==> src/rtl/audio_voice_mix_scheduler.sv <==
// ============================================================================
// Module   : audio_voice_mix_scheduler
// Purpose  : Polls voice sources once per frame, sums and saturates their
//            samples, and writes one left-justified sample to the DAC FIFO.
//            Optional macro MIX_LINE_IN_EN seeds separate L/R accumulators
//            with the line-in sample.
// Revision : 1.0 - initial release
// ============================================================================
`default_nettype none

module audio_voice_mix_scheduler #(
   parameter int NUM_VOICES = 4,
   parameter int SAMPLE_W   = 16,
   parameter int OUT_W      = 32
) (
   input  logic                           CLOCK_50,
   input  logic                           reset,
   input  logic [NUM_VOICES-1:0]          voice_valid,
   input  logic [NUM_VOICES*SAMPLE_W-1:0] voice_data,
   output logic [NUM_VOICES-1:0]          voice_ready,
   input  logic [NUM_VOICES-1:0]          voice_mute,
   input  logic                           status_clr,
   input  logic                           audio_out_allowed,
   output logic [OUT_W-1:0]               left_channel_audio_out,
   output logic [OUT_W-1:0]               right_channel_audio_out,
   output logic                           write_audio_out,
   input  logic                           audio_in_available,
   input  logic [OUT_W-1:0]               left_channel_audio_in,
   input  logic [OUT_W-1:0]               right_channel_audio_in,
   output logic                           read_audio_in,
   output logic                           busy,
   output logic                           clip,
   output logic [NUM_VOICES-1:0]          underrun
);

   localparam int ACC_W  = SAMPLE_W + $clog2(NUM_VOICES) + 1;
   localparam int SLOT_W = (NUM_VOICES > 1) ? $clog2(NUM_VOICES) : 1;
   localparam logic signed [ACC_W-1:0] c_sat_max =
      {{(ACC_W-SAMPLE_W+1){1'b0}}, {(SAMPLE_W-1){1'b1}}};
   localparam logic signed [ACC_W-1:0] c_sat_min =
      {{(ACC_W-SAMPLE_W+1){1'b1}}, {(SAMPLE_W-1){1'b0}}};

   typedef enum logic [2:0] {
      S_IDLE    = 3'd0,
      S_COLLECT = 3'd1,
      S_SAT     = 3'd2,
      S_WRITE   = 3'd3,
      S_GAP     = 3'd4
   } state_t;

   state_t                   r_state, w_state_next;
   logic [SLOT_W-1:0]        r_slot;
   logic signed [ACC_W-1:0]  r_acc_l;
   logic [OUT_W-1:0]         r_left_out;
   logic                     w_start;
   logic [SAMPLE_W-1:0]      w_sample;
   logic signed [ACC_W-1:0]  w_add;
   logic [SAMPLE_W:0]        w_sat_l;
   logic                     w_clip_set;
   logic [NUM_VOICES-1:0]    w_underrun_set;
   logic                     w_unused_in;

   // MSB of the result flags that clamping took place.
   function automatic logic [SAMPLE_W:0] saturate(input logic signed [ACC_W-1:0] a);
      if (a > c_sat_max)
         return {1'b1, c_sat_max[SAMPLE_W-1:0]};
      else if (a < c_sat_min)
         return {1'b1, c_sat_min[SAMPLE_W-1:0]};
      else
         return {1'b0, a[SAMPLE_W-1:0]};
   endfunction

   assign w_unused_in = &{1'b0, audio_in_available, left_channel_audio_in,
                          right_channel_audio_in};

   assign w_sample = voice_data[int'(r_slot)*SAMPLE_W +: SAMPLE_W];
   assign w_add    = (voice_valid[r_slot] && !voice_mute[r_slot]) ?
                     ACC_W'($signed(w_sample)) : '0;
   assign w_sat_l  = saturate(r_acc_l);

`ifdef MIX_LINE_IN_EN
   logic signed [ACC_W-1:0] r_acc_r;
   logic [OUT_W-1:0]        r_right_out;
   logic [SAMPLE_W:0]       w_sat_r;

   assign w_start    = audio_out_allowed & audio_in_available;
   assign w_sat_r    = saturate(r_acc_r);
   assign w_clip_set = (r_state == S_SAT) & (w_sat_l[SAMPLE_W] | w_sat_r[SAMPLE_W]);
   assign right_channel_audio_out = r_right_out;
   assign read_audio_in           = (r_state == S_WRITE);

   always_ff @(posedge CLOCK_50) begin
      if (reset) begin
         r_acc_r     <= '0;
         r_right_out <= '0;
      end else begin
         if (r_state == S_IDLE && w_start)
            r_acc_r <= ACC_W'($signed(right_channel_audio_in[OUT_W-1 -: SAMPLE_W]));
         else if (r_state == S_COLLECT)
            r_acc_r <= r_acc_r + w_add;
         if (r_state == S_SAT)
            r_right_out <= OUT_W'(w_sat_r[SAMPLE_W-1:0]) << (OUT_W - SAMPLE_W);
      end
   end
`else
   assign w_start    = audio_out_allowed;
   assign w_clip_set = (r_state == S_SAT) & w_sat_l[SAMPLE_W];
   assign right_channel_audio_out = r_left_out;
   assign read_audio_in           = 1'b0;
`endif

   assign left_channel_audio_out = r_left_out;
   assign write_audio_out        = (r_state == S_WRITE);
   assign busy                   = (r_state != S_IDLE);

   always_ff @(posedge CLOCK_50) begin
      if (reset)
         r_state <= S_IDLE;
      else
         r_state <= w_state_next;
   end

   always_comb begin
      w_state_next   = r_state;
      voice_ready    = '0;
      w_underrun_set = '0;
      case (r_state)
         S_IDLE:    if (w_start) w_state_next = S_COLLECT;
         S_COLLECT: begin
            if (voice_valid[r_slot])
               voice_ready[r_slot] = 1'b1;
            else
               w_underrun_set[r_slot] = 1'b1;
            if (r_slot == SLOT_W'(NUM_VOICES-1))
               w_state_next = S_SAT;
         end
         S_SAT:     w_state_next = S_WRITE;
         S_WRITE:   w_state_next = S_GAP;
         S_GAP:     w_state_next = S_IDLE;
         default:   w_state_next = S_IDLE;
      endcase
   end

   always_ff @(posedge CLOCK_50) begin
      if (reset) begin
         r_slot     <= '0;
         r_acc_l    <= '0;
         r_left_out <= '0;
         clip       <= 1'b0;
         underrun   <= '0;
      end else begin
         // A new set event takes priority over a simultaneous clear.
         clip     <= (status_clr ? 1'b0 : clip) | w_clip_set;
         underrun <= (status_clr ? '0 : underrun) | w_underrun_set;
         case (r_state)
            S_IDLE: if (w_start) begin
               r_slot <= '0;
`ifdef MIX_LINE_IN_EN
               r_acc_l <= ACC_W'($signed(left_channel_audio_in[OUT_W-1 -: SAMPLE_W]));
`else
               r_acc_l <= '0;
`endif
            end
            S_COLLECT: begin
               r_acc_l <= r_acc_l + w_add;
               r_slot  <= r_slot + 1'b1;
            end
            S_SAT: r_left_out <= OUT_W'(w_sat_l[SAMPLE_W-1:0]) << (OUT_W - SAMPLE_W);
            default: ;
         endcase
      end
   end

endmodule

`default_nettype wire

==> config.mk <==
export PLATFORM = sky130hd
export DESIGN_NAME = audio_voice_mix_scheduler
export DESIGN_NICKNAME = d
export VERILOG_FILES = /design/src/rtl/audio_voice_mix_scheduler.sv
export SDC_FILE = /design/constraint.sdc
export NUM_CORES = 1
export LEC_CHECK = 0
export ABC_AREA = 1
export CAP_MARGIN = 0
export CORE_MARGIN = 5
export CORE_UTILIZATION = 35
export DETAILED_ROUTE_END_ITERATION = 8
export GPL_TIMING_DRIVEN = 0
export PLACE_DENSITY = 0.78
export RECOVER_POWER = 25
export SYNTH_ARGS = -nofsm -noshare
export SYNTH_HDL_FRONTEND = slang
export SYNTH_SLANG_ARGS = --single-unit
==> constraint.sdc <==
create_clock -name CLOCK_50 -period 2.87 [get_ports CLOCK_50]
set_clock_uncertainty 0.05 [all_clocks]
set_input_delay 0.4305 -clock CLOCK_50 [delete_from_list [all_inputs] [get_ports CLOCK_50]]
set_output_delay 0.4305 -clock CLOCK_50 [all_outputs]
set_load 0.005 [all_outputs]
==> insert_results.sql <==
INSERT INTO impl_metrics (metric_group, metric, value, unit) VALUES
('finish', 'layout.cells.most_common_list', '125 x sky130_fd_sc_hd__nand2_1, 117 x sky130_fd_sc_hd__clkdlybuf4s50_1, 93 x sky130_fd_sc_hd__nor2_1', ''),
('sta', 'max_transition_margin', '58.7', '%'),
('sta', 'crit_path_time_final', '2.80', 'ns'),
('synth', 'synth_simple_gate_area_share', '31.4', '%'),
('synth', 'synth-xor-area-share', '0', '%'),
('drt', 'met2WireLength', '5590', 'microns'),
('power_and_ir_drop', 'power_frac_clock', '24.1', '%'),
('drt', 'drc', '0', ''),
('cts', 'cts_buffers', '5', ''),
('worst_setup_path', 'worst-endpoint-arrival', '2.91', 'ns'),
('power_and_ir_drop', 'power-per-cell-area', '367', 'nW/um^2'),
('synth', 'syn_avg_cell_area', '6.16', 'sq um'),
('finish', 'fin_cells', '919', ''),
('placement', 'place_congestion', '0.938', ''),
('global_routing', 'grt_antenna_before_repair', '0', ''),
('synth', 'synth_top_family_by_area', 'simple AND/OR/NAND/NOR gates', ''),
('drt', 'route.antenna.remaining_nets', '0', ''),
('drt', 'total_via_count_after_detailed_routing', '4436', ''),
('finish', 'n_antenna_cell', '0', ''),
('synth', 'synth_area_leaders', 'sky130_fd_sc_hd__dfxtp_1 24%, sky130_fd_sc_hd__nand2_1 13%, sky130_fd_sc_hd__a21oi_1 11%, sky130_fd_sc_hd__buf_4 9.8%, sky130_fd_sc_hd__nor2_1 9.4%', ''),
('drt', 'wl_per_cell', '13.9', 'microns'),
('synth', 'synth.mux.area_fraction', '0', '%'),
('sta', 'setup_violators_final', '0', ''),
('global_routing', 'gr-total-overflow', '0', ''),
('power_and_ir_drop', 'p_sw', '731', 'uW'),
('floorplanning', 'design.core.area', '10700', 'sq um'),
('synth', 'synth-compound-area-share', '20.1', '%'),
('power_and_ir_drop', 'ir_worst_vdd', '231', 'uV'),
('drt', 'drt_iter0_drc', '305', ''),
('placement', 'dp_hpwl', '10200', 'microns'),
('cts', 'clock_sink_count', '45', ''),
('finish', 'synthesis_to_finish_area_growth', '49.1', '%'),
('floorplanning', 'floorplan.die.height', '114', 'microns'),
('finish', 'nets', '942', ''),
('drt', 'dr.pass1.iters', '5', ''),
('finish', 'multi_input_area', '2510', 'sq um'),
('global_routing', 'grt_start_max_net_pins', '14', ''),
('sta', 'count_of_final_hold_check_violations', '0', ''),
('placement', 'port_buffer_count', '117', ''),
('synth', 'yosys_warnings', '0', ''),
('finish', 'final-seq-area', '902', 'sq um'),
('cts', 'cts_max_path_buffers', '2', ''),
('synth', 'netlist_instances', '612', ''),
('status', 'run_status', 'completed', ''),
('global_routing', 'via_count_of_the_first_global_routing_pass', '3959', ''),
('power_and_ir_drop', 'power_frac_comb', '42.5', '%'),
('drt', 'topRoutingLayerUsed', 'met4', ''),
('global_routing', 'grt_first_pass_wirelength', '19300', 'microns'),
('cts', 'clkTransAtPathRegs', '0.08', 'ns'),
('sta', 'grt_setup_unrepaired', 'true', ''),
('synth', 'synth_area_leader_cell', 'sky130_fd_sc_hd__dfxtp_1', ''),
('cts', 'clkLatencyLatePin', '0.30', 'ns'),
('synth', 'count_of_state_elements_after_synthesis', '45', ''),
('sta', 'slew_viol_final', '0', ''),
('run', 'cap_viol_max_count', '0', ''),
('floorplanning', 'fp.dieW', '114', 'microns'),
('floorplanning', 'die_area', '13000', 'sq um'),
('synth', 'arithmetic_cell_share_of_the_synthesized_area_counting_full_adders_half_adders_and_majority_gates', '7.83', '%'),
('synth', 'top_area_cell_type_share_of_the_netlist_area', '23.9', '%'),
('drt', 'met3_length', '1330', 'microns'),
('finish', 'drive_gt1_share', '17.1', '%'),
('synth', 'synth_seq_area_share', '23.9', '%'),
('power_and_ir_drop', 'power.sequential.fraction', '33.4', '%'),
('synth', 'yosys.cell_types.count', '31', ''),
('global_routing', 'gr-usage-all-layers', '18.5', '%'),
('power_and_ir_drop', 'p_sw_share', '35.4', '%'),
('floorplanning', 'starting_density', '35.3', '%'),
('worst_setup_path', 'timing.critical_path.from_type', 'primary input', ''),
('sta', 'measured_slew_at_the_worst_slew_check_pin', '0.620', 'ns'),
('placement', 'dpl.cell_count', '901', ''),
('cts', 'cts_hold_repair.buffers', '0', '');
==> per-stage QoR <==
stage / setup slack (ns) / power (mW) / cell area, sq um / setup TNS [ns]
after global placement: -0.636 / 1.47 / 5240 / -6.81
after CTS: 0.0294 / 1.99 / 5410 / 0
after floorplan: 0.0908 / 1.19 / 3890 / 0
final: 0.0717 / 2.06 / 5620 / 0
after global routing: -0.0546 / 2.19 / 5620 / -0.199
after detailed placement: -0.657 / 1.48 / 5240 / -7.16
==> metal layers <==
layer,vias up,GRT usage [%]
li1,2262,-
met1,1943,24.7
met2,209,29.3
met3,22,3.66
met4,0,7.60
met5,-,0
==> power groups by stage <==
stage / Clock [mW] / Sequential, mW / Combinational, mW
floorplan: 0 / 0.694 / 0.492
global placement: 0 / 0.702 / 0.768
detailed placement: 0 / 0.703 / 0.777
CTS: 0.506 / 0.689 / 0.791
global route: 0.529 / 0.694 / 0.965
finish: 0.497 / 0.689 / 0.877
==> sequential cells by signal (all words and copies together), names as in the netlist <==
register and count:
r_state 3, underrun 4, clip 1, r_acc_l 19, left_channel_audio_out 16, r_slot 2
==> cell usage after synthesis <==
cell,count
sky130_fd_sc_hd__a21oi_1,81
sky130_fd_sc_hd__a21oi_2,1
sky130_fd_sc_hd__buf_1,2
sky130_fd_sc_hd__buf_2,10
sky130_fd_sc_hd__buf_4,49
sky130_fd_sc_hd__buf_6,1
sky130_fd_sc_hd__clkbuf_1,10
sky130_fd_sc_hd__conb_1,1
sky130_fd_sc_hd__dfxtp_1,45
sky130_fd_sc_hd__fa_1,1
sky130_fd_sc_hd__ha_1,22
sky130_fd_sc_hd__inv_1,38
sky130_fd_sc_hd__inv_2,3
sky130_fd_sc_hd__nand2_1,131
sky130_fd_sc_hd__nand2_2,2
sky130_fd_sc_hd__nand2_4,1
sky130_fd_sc_hd__nand3_1,31
sky130_fd_sc_hd__nand3_2,1
sky130_fd_sc_hd__nand3b_1,6
sky130_fd_sc_hd__nor2_1,94
sky130_fd_sc_hd__nor2_2,1
sky130_fd_sc_hd__nor2_4,2
sky130_fd_sc_hd__nor3_1,6
sky130_fd_sc_hd__nor3_4,1
sky130_fd_sc_hd__nor4_1,2
sky130_fd_sc_hd__o211ai_1,1
sky130_fd_sc_hd__o21ai_0,61
sky130_fd_sc_hd__o21ai_1,3
sky130_fd_sc_hd__o21ai_2,1
sky130_fd_sc_hd__o21bai_1,1
sky130_fd_sc_hd__or2_2,3
==> area by class of cell <==
cell class	instances	area share (%)
buffer	72	8.83
clock buffer	7	1.54
clock inverter	1	0.534
inverter	41	2.78
multi-input combinational	486	44.7
sequential	45	16.0
tap	140	3.11
timing repair buffer	127	22.5
==> worst max-delay path, stage by stage <==
cell and delay [ns]:
sky130_fd_sc_hd__clkdlybuf4s50_1 0.46, sky130_fd_sc_hd__inv_1 0.05, sky130_fd_sc_hd__nand2_1 0.06, sky130_fd_sc_hd__nand3_1 0.09
sky130_fd_sc_hd__nand2_2 0.10, sky130_fd_sc_hd__nor2_4 0.05, sky130_fd_sc_hd__inv_4 0.11, sky130_fd_sc_hd__buf_12 0.13
sky130_fd_sc_hd__a21oi_2 0.04, sky130_fd_sc_hd__ha_2 0.21, sky130_fd_sc_hd__fa_2 0.40, sky130_fd_sc_hd__inv_1 0.08
sky130_fd_sc_hd__nor2_2 0.05, sky130_fd_sc_hd__nor2_4 0.15, sky130_fd_sc_hd__o21ai_2 0.09, sky130_fd_sc_hd__or2_2 0.28
sky130_fd_sc_hd__nand3_1 0.07, sky130_fd_sc_hd__a21oi_1 0.06
==> repair_timing <==
item	CTS	global route
endpoints found under the setup margin	14	14
setup buffers	3	6
gates resized for setup	12	44
pin swaps	4	11
gates cloned	0	1
==> kinds of logic (layout without fill, tap and decap cells) <==
group,count (synthesis),count (layout)
adder cells (fa/ha/maj),23,23
AND/OR/NAND/NOR,281,281
buffers and inverters,113,248
AO/OA/AOI/OAI,149,149
flip-flops,45,45
other,1,33
==> path summary, 6_finish.rpt <==
kind | from | end | slack (ns) | cells past startpoint
worst max-delay path | voice_mute[1] | r_acc_l[6]$_SDFFE_PP0P_ | 0.07 | 18
worst min-delay path | clip$_SDFF_PP0_ | clip$_SDFF_PP0_ | 0.42 | 2
worst max register to register | r_slot[1]$_SDFFE_PP0P_ | r_acc_l[6]$_SDFFE_PP0P_ | 0.11 | 16
worst min register to register | clip$_SDFF_PP0_ | clip$_SDFF_PP0_ | 0.42 | 2
Note: power is estimated with default switching activity, not from simulation.
